`config.mk`:
```
export PLATFORM = sky130hd
export DESIGN_NAME = shift_add_mul_ctrl
export DESIGN_NICKNAME = d
export VERILOG_FILES = /design/src/rtl/shift_add_mul_ctrl.sv
export SDC_FILE = /design/constraint.sdc
export NUM_CORES = 1
export LEC_CHECK = 0
export ABC_CLOCK_PERIOD_IN_PS = 2200
export CORE_UTILIZATION = 46
export DETAILED_ROUTE_END_ITERATION = 6
export PLACE_DENSITY = 0.76
export SLEW_MARGIN = 15
export SYNTH_ARGS = -nofsm -noshare
export SYNTH_HDL_FRONTEND = slang
export SYNTH_SLANG_ARGS = --single-unit
```
`constraint.sdc`:
```
create_clock -name clk -period 2.2 [get_ports clk]
set_clock_uncertainty 0.15 [all_clocks]
set_input_delay 0.33 -clock clk [delete_from_list [all_inputs] [get_ports clk]]
set_output_delay 0.33 -clock clk [all_outputs]
set_load 0.005 [all_outputs]
```
`src/rtl/shift_add_mul_ctrl.sv`:
```
// Shift-and-add unsigned multiplier sequencer driving an external WIDTH-bit adder.
// Optional abort input enabled by defining SHIFT_ADD_MUL_ABORT_EN.
module shift_add_mul_ctrl #(
  parameter int WIDTH = 8
) (
  input  logic               clk,
  input  logic               rst_n,
  input  logic               start,
`ifdef SHIFT_ADD_MUL_ABORT_EN
  input  logic               abort,
`endif
  input  logic [WIDTH-1:0]   mcand,
  input  logic [WIDTH-1:0]   mplier,
  output logic               busy,
  output logic               done,
  output logic [2*WIDTH-1:0] product,
  output logic [WIDTH-1:0]   add_a,
  output logic [WIDTH-1:0]   add_b,
  output logic               add_c0,
  input  logic [WIDTH-1:0]   add_f,
  input  logic               add_c8
);

  localparam int CW = $clog2(WIDTH + 1);

  localparam logic [1:0] IDLE = 2'd0;
  localparam logic [1:0] RUN  = 2'd1;
  localparam logic [1:0] DONE = 2'd2;

  logic [1:0]         r_state;
  logic [WIDTH-1:0]   r_acc;
  logic [WIDTH-1:0]   r_q;
  logic [WIDTH-1:0]   r_m;
  logic               r_cy;
  logic [CW-1:0]      r_cnt;
  logic [2*WIDTH-1:0] r_product;

  logic               w_abort;
  logic               w_carry;
  logic               w_last;
  logic [2*WIDTH:0]   w_shift;

`ifdef SHIFT_ADD_MUL_ABORT_EN
  assign w_abort = abort;
`else
  assign w_abort = 1'b0;
`endif

  assign add_a  = r_acc;
  assign add_b  = (r_state == RUN && r_q[0]) ? r_m : '0;
  assign add_c0 = 1'b0;

  // cy is always 0 entering a step, so OR-ing it in keeps {cy,acc}+m exact.
  assign w_carry = add_c8 | r_cy;
  assign w_shift = {w_carry, add_f, r_q} >> 1;
  assign w_last  = (r_cnt == CW'(1));

  always_ff @(posedge clk or negedge rst_n) begin
    if (!rst_n) begin
      r_state   <= IDLE;
      r_acc     <= '0;
      r_q       <= '0;
      r_m       <= '0;
      r_cy      <= 1'b0;
      r_cnt     <= '0;
      r_product <= '0;
    end else begin
      case (r_state)
        IDLE: begin
          if (start) begin
            r_acc   <= '0;
            r_cy    <= 1'b0;
            r_q     <= mplier;
            r_m     <= mcand;
            r_cnt   <= CW'(WIDTH);
            r_state <= RUN;
          end
        end
        RUN: begin
          if (w_abort) begin
            r_state <= IDLE;
          end else begin
            r_cy  <= w_shift[2*WIDTH];
            r_acc <= w_shift[2*WIDTH-1:WIDTH];
            r_q   <= w_shift[WIDTH-1:0];
            r_cnt <= r_cnt - CW'(1);
            if (w_last) begin
              // Capture the final shifted value so product is valid during DONE.
              r_product <= w_shift[2*WIDTH-1:0];
              r_state   <= DONE;
            end
          end
        end
        DONE: begin
          r_state <= IDLE;
        end
        default: begin
          r_state <= IDLE;
        end
      endcase
    end
  end

  assign busy    = (r_state == RUN) || (r_state == DONE);
  assign done    = (r_state == DONE);
  assign product = r_product;

endmodule

```
; Word level (Yosys, flattened, before mapping)
; Cells that the tools add are included.
[word_totals]
regBits = 47
latchBits = 0
mem_bits_rw = 0
rom_bits = 0
in_bits = 28
output_inout_bits = 35
word_cells = 34
n_memories = 0
[op_classes]
addsub = 1
n_mul = 0
n_div = 0
order_cmp = 0
eq_ne = 5
shift = 0
n_mux = 12
n_bitwise = 1
n_reduce_logical = 8
[ops]
columns = operator, count
row1 = one-hot mux 8 bit (2 select lines), 2
row2 = two-way mux 8 bit, 3
row3 = one-hot mux 4 bit (2 select lines), 1
row4 = AND reduction 2 bit, 4
row5 = equality test 4 x 1 -> 1 bit (second input constant), 1
row6 = two-way mux 2 bit, 2
row7 = two-way mux 4 bit, 1
row8 = inequality test 2 bit (second input constant), 2
row9 = one-hot mux 2 bit (2 select lines), 1
row10 = subtractor 4 x 1 -> 4 bit (second input constant), 1
row11 = equality test 2 x 1 -> 1 bit (second input constant), 1
row12 = equality test 2 bit (second input constant), 1
row13 = zero test 2 bit, 1
row14 = one-hot mux 1 bit (2 select lines), 1
row15 = nonzero test 2 bit, 1
row16 = logical AND 1 bit, 1
row17 = logical OR 1 bit, 1
row18 = two-way mux 1 bit, 1
row19 = bitwise OR 1 bit, 1

; Longest topological paths before layout
[logic_depth]
word_depth = 3
mapped_depth = 7
depth_no_buf = 5

; Least setup slack after synthesis
; Ideal clock, no wire load.
[synth_path]
path_type = register to output
startpoint = register r_state[1]
endpoint = output add_b[0]
arrival_ns = 1.328
required_time_ns = 1.720
slack_ns = 0.392
stages_incl_launch_ff = 6
cell_sequence = dfrtp_1 inv_1 ha_1 buf_2 clkbuf_1 and3_1
[synth_via]
elab_chain_cells = 3
[synth_rtl]
columns = item, line
row1 = start: declaration, 30  ; logic [1:0] r_state;
row2 = start signal: assignment, 60  ; r_state <= IDLE;
row3 = start signal: assignment, 76  ; r_state <= RUN;
row4 = start signal: assignment, 81  ; r_state <= IDLE;
row5 = equality test 2 x 1 -> 1 bit, 50  ; assign add_b = (r_state == RUN && r_q[0]) ? r_m : '0;
row6 = logical AND 1 bit, 50
row7 = two-way mux 8 bit, 50
row8 = end: declaration, 18  ; output logic [WIDTH-1:0] add_b,
; Every way passes these cells.

; Worst setup path in the final report
; Ends and elaborated chain as after synthesis.

==> impl_results.md <==
- Syn Area/Cell: 13.23 um^2
- Mapped Nets: 187
- Non-filler cells, final: 272
- CP Launch Point: r_state[1]
- Mapped Area: 0.002037 mm^2
- CTS H-tree lvls: 2
- Crit path time final: 2101 ps
- Vias per cell: 5.217
- Synth warnings: 0
- Initial DRC Count: 31
- Total power: 3.806 mW
- Row count: 23
- Final period utilization: 95.49%
- Clock transition at path regs: 80 ps
- Wire per inst: 15.35 um
- CP endpoint kind: output port
- Final TNS setup: 0 ps
- Ys flop type: dfrtp_1
- Worst hold path type: reg2reg
- Fmax: 0.4760 GHz
- DIE AREA: 0.004698 mm^2
- Multi-input gate area: 817.0 um^2
- Synth area leader: dfrtp_1
- Antenna-violating nets left: 0
- Netlist cell types: 28
- Sequential element share of the synthesized area: 56.51%
- Origin of the critical flop-to-flop path: r_state[0]
- Placeable Area: 0.004115 mm^2
- Async set-reset flop share out of synthesis: 100.0%
- Setup violators final: 0
- DP Cell Count: 263
- Synth top area cells: dfrtp_1 57%, mux2_2 7.7%, mux2_4 7.4%
- R2r setup slk: 250 ps
- CP required: 1720 ps
- Ports: 63
- Vias: 1,419
- Worst setup SP type: register
- Final core utilization: 68.17%
- PortBufs: 61
- # DRC: 0
- Die Ht: 68.55 um
- Layout net count: 254
- Pin count of the biggest net entering global routing: 47
- Register area: 0.001151 mm^2
- Antenna Cells: 0
- Final WL: 4.175 mm
- CTS Sinks: 46
- Final Slew Violations: 0
- Grt ovf: 0
- Antenna violations before repair: 0
- Vias in the first global route: 1,411
- Hold_sp: r_m[7]
- Top cell type's share of synthesized area: 56.51%
- Synthesized instance count: 154
- Max Cap Viol: 0
- Final Hold Fails: 0
- RSZ-0062 raised after global routing: no
- Status: complete, no violations
- Number of detailed-route iterations in the first pass: 4
- Worst-path maximum fanout: 10
- Share of cells above drive strength 1: 19.37%
- Pwr dens: 1357 mW/mm^2
- #FFs+latches synth: 46
- CTS tree: built
- Hpwl dp: 3.016 mm
- Fillcell total: 305
- Crit Path Class: reg2out
- Worst Path Arrival: 1620 ps
- Worst-Skew Late Latency: 300 ps
- Worst Tran Pin Value: 572.8 ps
- Syn-to-layout area delta: 37.71%
- Total GRT Usage: 20.15%
- Root buffer cell: clkbuf_8
- Total CTS buffers: 5
- Gp weighted congestion: 0.7326
- Max IR drop VDD: 0.8209 mV
- Rel. slew slack: 61.82%
- LEAKAGE: 1.262 nW
- EDFF count, synth: 0
- Worst-case clock buffer depth: 2
- Die Wd: 68.55 um
- First-pass GRT wire length: 6.603 mm
- Starting Density: 49.50%
==> cells by family after synthesis <==
kind of cell	Yosys count	synth area share, %
fa+ha+maj	5	3.071
other cells	1	0.1841
mux	33	20.15
buf+inv	13	3.993
compound gates	25	8.047
flops	46	56.51
simple gates	31	8.046
==> metrics by stage <==
step                cell area [um^2]  worst slack (ps)  hold slack (ps)
CTS                             2805             47.38            354.9
detailed placement              2688             250.0            298.3
finish                          2805             99.16            351.3
global placement                2688             298.2            292.6
global route                    2805             5.364            366.5
floorplan                       2037             391.7           -115.6
==> cell usage after synthesis (2+ instances only) <==
library cell	count
mux2i_1	8
nand2_1	13
nor2b_1	2
inv_1	5
ha_1	5
and3_1	8
nand2b_1	2
a22o_1	8
mux2_4	10
mux2_2	14
buf_2	4
dfrtp_1	46
and2_1	2
o21ai_1	10
o21ai_0	2
a21oi_1	3
==> worst paths after layout <==
| path | to | cells past startpoint |
|---|---|---|
| worst min-delay path | r_m[7] | 1 |
| min in group asynchronous | r_m[2] | 3 |
| worst min register to register | r_m[7] | 1 |
| worst max register to register | r_q[7] | 6 |
| worst max-delay path | add_b[0] | 4 |
| max in group asynchronous | r_m[0] | 3 |
==> what timing repair did <==
action	4_1_cts	5_1_grt
endpoints found under the setup margin	8	8
hold endpoints to repair	46	0
pin swaps	0	0
hold buffers	1	0
setup buffers	0	0
gates resized for setup	2	1
==> final cells by class <==
type / count / share of cell area (%)
clock inverter: 2 / 0.4460
tap: 50 / 2.230
timing repair buffer: 68 / 23.55
sequential: 46 / 41.03
clock buffer: 6 / 2.944
inverter: 5 / 0.6690
multi-input combinational: 95 / 29.13
==> sequential cells by signal, summed over array words and instances (netlist names) <==
signal	cells
product	16
r_q	8
r_m	8
r_cnt	4
add_a	8
r_state	2
==> report_power, final <==
part	leakage [nW]	switching [mW]	internal, mW
clock network	0.0472	0.282	0.253
registers	0.573	0.260	1.24
logic	0.642	0.696	1.08
==> critical path, stage by stage (launching register included) <==
cell             delay, ps
dfrtp_1                420
inv_2                   90
ha_4                   170
and3_1                 150
clkdlybuf4s50_1        490
==> metal layers <==
metal | GRT usage [%] | vias up | routed length, um
met5 | 0 | - | 0
met3 | 7.566 | 2 | 308
met4 | 6.250 | 0 | 26
met2 | 33.33 | 58 | 2108
met1 | 24.27 | 687 | 1731
li1 | - | 672 | -
==> cells in the final DEF, fill, tap and decap left out, drive strengths merged <==
cell type,count
a21oi,3
a22o,8
a2bb2oi,1
and2,2
and3,8
buf,7
clkbuf,6
clkdlybuf4s50,60
clkinv,1
clkinvlp,1
conb,1
dfrtp,46
dlygate4sd3,1
ha,5
inv,5
mux2,24
mux2i,9
nand2,13
nand2b,2
nand4,1
nor2,1
nor2b,2
nor3,1
nor3b,1
o21ai,12
o311a,1
Note: power is estimated with default switching activity, not from simulation.
